--- config.mk ---
export PLATFORM = sky130hd
export DESIGN_NAME = bit_population_word_assembler
export DESIGN_NICKNAME = d
export VERILOG_FILES = /design/src/rtl/bit_population_word_assembler.sv
export SDC_FILE = /design/constraint.sdc
export NUM_CORES = 2
export LEC_CHECK = 0
export CAP_MARGIN = 0
export CELL_PAD_IN_SITES_DETAIL_PLACEMENT = 1
export CELL_PAD_IN_SITES_GLOBAL_PLACEMENT = 2
export CORE_ASPECT_RATIO = 1.2
export CORE_MARGIN = 10
export CORE_UTILIZATION = 37
export DETAILED_ROUTE_END_ITERATION = 12
export PLACE_DENSITY = 0.8
export SLEW_MARGIN = 20
export SYNTH_ARGS = -nofsm -noshare
export SYNTH_HDL_FRONTEND = slang
export SYNTH_SLANG_ARGS = --single-unit
--- constraint.sdc ---
create_clock -name clk_i -period 6.6 [get_ports clk_i]
set_clock_uncertainty 0.2 [all_clocks]
set_input_delay 1.98 -clock clk_i [delete_from_list [all_inputs] [get_ports clk_i]]
set_output_delay 1.98 -clock clk_i [all_outputs]
set_load 0.03 [all_outputs]
--- src/rtl/bit_population_word_assembler.sv ---
// bit_population_word_assembler
// Packs a stream of IN_WIDTH-bit beats into one OUT_WIDTH-bit word for the
// bit population counter. Short packets (closed by data_last_i) are
// zero-padded, so padding never adds to the population count. The finished
// word sits in a dedicated output register, which lets the next word start
// on the very next cycle with no backpressure.

module bit_population_word_assembler #(
    parameter  int IN_WIDTH  = 16,
    parameter  int OUT_WIDTH = 1024,
    localparam int BEATS     = OUT_WIDTH / IN_WIDTH,
    localparam int CNT_W     = $clog2(BEATS + 1)
) (
    input  logic                 clk_i,
    input  logic                 rst_n_i,
    input  logic [IN_WIDTH-1:0]  data_i,
    input  logic                 data_val_i,
    input  logic                 data_last_i,
    output logic [OUT_WIDTH-1:0] data_o,
    output logic                 data_val_o,
    output logic [CNT_W-1:0]     beats_o
);

    // Slot index of the final beat of a full word.
    localparam logic [CNT_W-1:0] LAST_SLOT = CNT_W'(BEATS - 1);

    // Writes one beat into slot idx of a word and leaves every other slot
    // untouched. Beat 0 lands at the LSBs.
    function automatic logic [OUT_WIDTH-1:0] place_beat(
        input logic [OUT_WIDTH-1:0] word,
        input logic [IN_WIDTH-1:0]  beat,
        input logic [CNT_W-1:0]     idx
    );
        logic [OUT_WIDTH-1:0] result;
        result = word;
        result[int'(idx) * IN_WIDTH +: IN_WIDTH] = beat;
        return result;
    endfunction

    logic [OUT_WIDTH-1:0] acc_r;     // partially assembled word
    logic [CNT_W-1:0]     cnt_r;     // next free slot
    logic [OUT_WIDTH-1:0] merged_s;  // accumulator with this cycle's beat
    logic                 close_s;   // this cycle's beat finishes a word
    logic [CNT_W-1:0]     cnt_inc_s; // slot count including this beat

    // Merge the incoming beat and decide whether it closes the word.
    // The accumulator is cleared on every close, so slots above the
    // closing beat are already zero.
    always_comb begin
        merged_s  = place_beat(acc_r, data_i, cnt_r);
        cnt_inc_s = cnt_r + CNT_W'(1);
        if (data_val_i) begin
            close_s = (cnt_r == LAST_SLOT) || data_last_i;
        end else begin
            close_s = 1'b0;
        end
    end

    // Beat accumulator and slot counter; both restart on a close so the
    // next word can begin in the following cycle.
    always_ff @(posedge clk_i or negedge rst_n_i) begin
        if (!rst_n_i) begin
            acc_r <= {OUT_WIDTH{1'b0}};
            cnt_r <= {CNT_W{1'b0}};
        end else if (data_val_i) begin
            if (close_s) begin
                acc_r <= {OUT_WIDTH{1'b0}};
                cnt_r <= {CNT_W{1'b0}};
            end else begin
                acc_r <= merged_s;
                cnt_r <= cnt_inc_s;
            end
        end else begin
            acc_r <= acc_r;
            cnt_r <= cnt_r;
        end
    end

    // Output register: captures the completed word, strobes valid for one
    // cycle and holds data and beat count until the next close.
    always_ff @(posedge clk_i or negedge rst_n_i) begin
        if (!rst_n_i) begin
            data_o     <= {OUT_WIDTH{1'b0}};
            beats_o    <= {CNT_W{1'b0}};
            data_val_o <= 1'b0;
        end else if (close_s) begin
            data_o     <= merged_s;
            beats_o    <= cnt_inc_s;
            data_val_o <= 1'b1;
        end else begin
            data_o     <= data_o;
            beats_o    <= beats_o;
            data_val_o <= 1'b0;
        end
    end

endmodule
==> metrics <==
Synth warnings 0; crit path max-delay cell type o21ai_2; most common cell after layout, fill and taps aside dfrtp_1; WP data required 7.22 ns; cts bufs inserted between 200 and 250; # DRC 0; Yosys cell types between 70 and 80; worst hold path class reg -> reg; Setup crit end kind flip-flop; crit path max fanout 29; Clock Tree Buf Depth 4; top_reg_cell synth dfrtp_1; crit start category flip-flop; layout cell share with drive strength beyond 1 8.78%; most frequent cells in the layout dfrtp_1 (2062), nand2_1 (1281), clkdlybuf4s50_1 (1049); CTS tree yes; max_cap viols 0; clk slew on worst S/H paths 0.07 ns; first-iteration detailed-routing DRC count roughly 6900; Slew HR between 10% and 20%; Switching Fraction 27.1%; Core Box Area 233000 um2; via count 70813; # H-tree levels 4; cell mode on critical path buf_4; vias in the first global route 73515; wirelength, routed 399000 um; Setup Crit Path Kind reg -> reg; Pins Over Slew Limit 0; FP Rows 194; period utilisation layout 82.9%; delay-heaviest family, CP simple AND/OR/NAND/NOR gates; Area Growth Syn to Fin 25.2%; Clock power frac between 40% and 50%; first-pass GRT wire length 566000 um; top post-synthesis cells by area dfrtp_1 (60%), mux2i_1 (8.0%), o21ai_0 (5.6%), nand2_1 (5.6%), a22o_1 (4.7%); initial antenna violation count 16; DP Wirelength ~290000 um; syn nets 7881; Max Fclk roughly 0.18 GHz; Placer Congestion 0.903; flops & latches, synth 2063; Async S/R FF share, synth 100%; wire length per cell 33.3 um; Net Switching 7.64 mW; GRT overflow 0; DRT antenna net count 0; count of cells resized by post-cts repair 0; status finished clean; Leakage 45.1 nW; Syn Area/Cell roughly 11 um2; worst IR drop on VDD 0.000215 V; final setup fails 0; number of setup buffers added after CTS 0; RSZ-0062 raised after global routing no; vias per cell around 5.9; Internal Pwr Total approximately 20 mW; Die Ht between 500 and 600 um; Setup TNS Final 0 ns; CP Buf/Inv Count 4; worst-skew pair later-pin latency just over 0.9 ns; Synth area leader dfrtp_1; hold slack 0.269 ns; Arr. time, crit path between 6 and 7 ns; Post-synth EDFFs 0; Pwr Density 260 nW/um2; GRT Total Usage 30.4%; Ports ~1100; # port buffers 1051; Layout Nets 8771; worst-path cell chain inv_1, ha_1, buf_4, or3b_1, nor3_1, ha_1, nor2b_1, nand3_2, and2_2, buf_4, nor2_2, buf_4, o21ai_2, a22o_1; Cells after Synth 7858; clock sink count 2063; root buf cell clkbuf_16; DR pass1 iterations 6; DIE WIDTH ~460 um; Yosys top cell area share 59.6%; Post-CTS Hold Fix Bufs 0; sequential cell area fraction in the yosys report between 50% and 60%; worst slew pin tran between 1 and 1.5 ns; Synth Cell Area 86600 um2; largest net degree at the start of global routing 253; Comb pwr share 8.7%; die area 254000 um2; Final min period 5.47 ns; Initial Util 37.2%; final hold violations 0; max incr delay on CP roughly 0.81 ns; Flop pwr share 45.2%
[metal layers]
layer  vias up  global-route usage, %  part of all wire [%]
met3       676                   7.87                   8.3
met5         -                      0                 0.014
met4         8                   16.2                   6.2
met2      2860                   47.3                    45
li1      30087                      -                     -
met1     37182                   38.8                    40
[through the flow]
stage / cell area, um2 / instances / worst slack [ns] / util (%) / power, mW
6_report: 108000 / 11964 / 1.13 / 46.5 / 28.2
5_1_grt: 108000 / 11960 / 1.02 / 46.5 / 29.0
4_1_cts: 108000 / 11958 / 1.13 / 46.5 / 28.3
3_5_place_dp: 101000 / 11560 / 0.855 / 43.3 / 15.4
3_3_place_gp: 101000 / 11559 / 0.974 / 43.3 / 15.4
2_1_floorplan: 86600 / 7858 / 1.96 / - / 14.0
[power groups by stage]
stage	registers [mW]	clock network, mW	logic (mW)
2_1_floorplan	13.0	0	1.02
3_3_place_gp	13.0	0	2.40
3_5_place_dp	13.0	0	2.43
4_1_cts	12.7	13.2	2.43
5_1_grt	12.7	13.7	2.56
6_report	12.7	13.0	2.45
[logic make-up after synthesis]
logic type	synth area share, %
XOR/XNOR	0.0708
multiplexers	7.95
AND/OR/NAND/NOR	10.0
flip-flops	59.6
AO/OA/AOI/OAI	19.0
buffers and inverters	3.23
adder cells (fa/ha/maj)	0.0434
[worst paths after layout]
| check | start | endpoint | slack, ns | cells after the start |
|---|---|---|---|---|
| worst max-delay path | cnt_r[0] | acc_r[316] | 1.13 | 14 |
| worst min-delay path | data_o[357] | data_o[357] | 0.27 | 2 |
| worst max register to register | cnt_r[0] | acc_r[316] | 1.13 | 14 |
| worst min register to register | data_o[357] | data_o[357] | 0.27 | 2 |
| max in group asynchronous | rst_n_i | data_o[615] | 3.78 | 3 |
| min in group asynchronous | rst_n_i | data_o[311] | 0.78 | 1 |
[worst min-delay path, cell delays in order, from the launching register on]
cell     delay [ns]
dfrtp_1        0.34
nand2_1        0.05
nand2_1        0.05
[state kept, by name, indices dropped and copies added, names as in the netlist]
name	cells
cnt_r	7
data_val_o	1
acc_r	1024
data_o	1024
beats_o	7
[cell type report]
cell class / instances / area [um2]
diodes: 6 / 15.0
clock inverters: 73 / 888
clock buffers: 325 / 6570
multi-input cells: 5122 / 32500
flip-flops and latches: 2063 / 51600
fillers: 24834 / 124000
inverters: 12 / 46.3
repair buffers: 1325 / 12900
well taps: 3038 / 3800
[cell usage after synthesis (3+ instances only)]
library cell	number
a2111oi_4	4
a211oi_2	3
a21o_1	11
a21oi_1	139
a221o_1	124
a22o_1	465
a22oi_1	39
a31oi_1	36
a32o_1	146
and2_1	7
buf_1	33
buf_2	133
buf_4	14
buf_6	7
clkbuf_1	473
dfrtp_1	2063
ha_1	3
inv_1	11
mux2i_1	688
nand2_1	1293
nand2b_1	8
nand3_1	73
nand3b_1	4
nand4_1	7
nor2_1	358
nor2_2	25
nor2_4	6
nor2b_1	21
nor3_1	233
nor3_2	14
o211ai_1	17
o21ai_0	971
o21ai_1	49
o21ai_2	10
o22ai_1	3
o2bb2ai_1	304
o32a_1	3
or3_1	10
xnor2_1	5
Power figures use the tool's default switching activity.
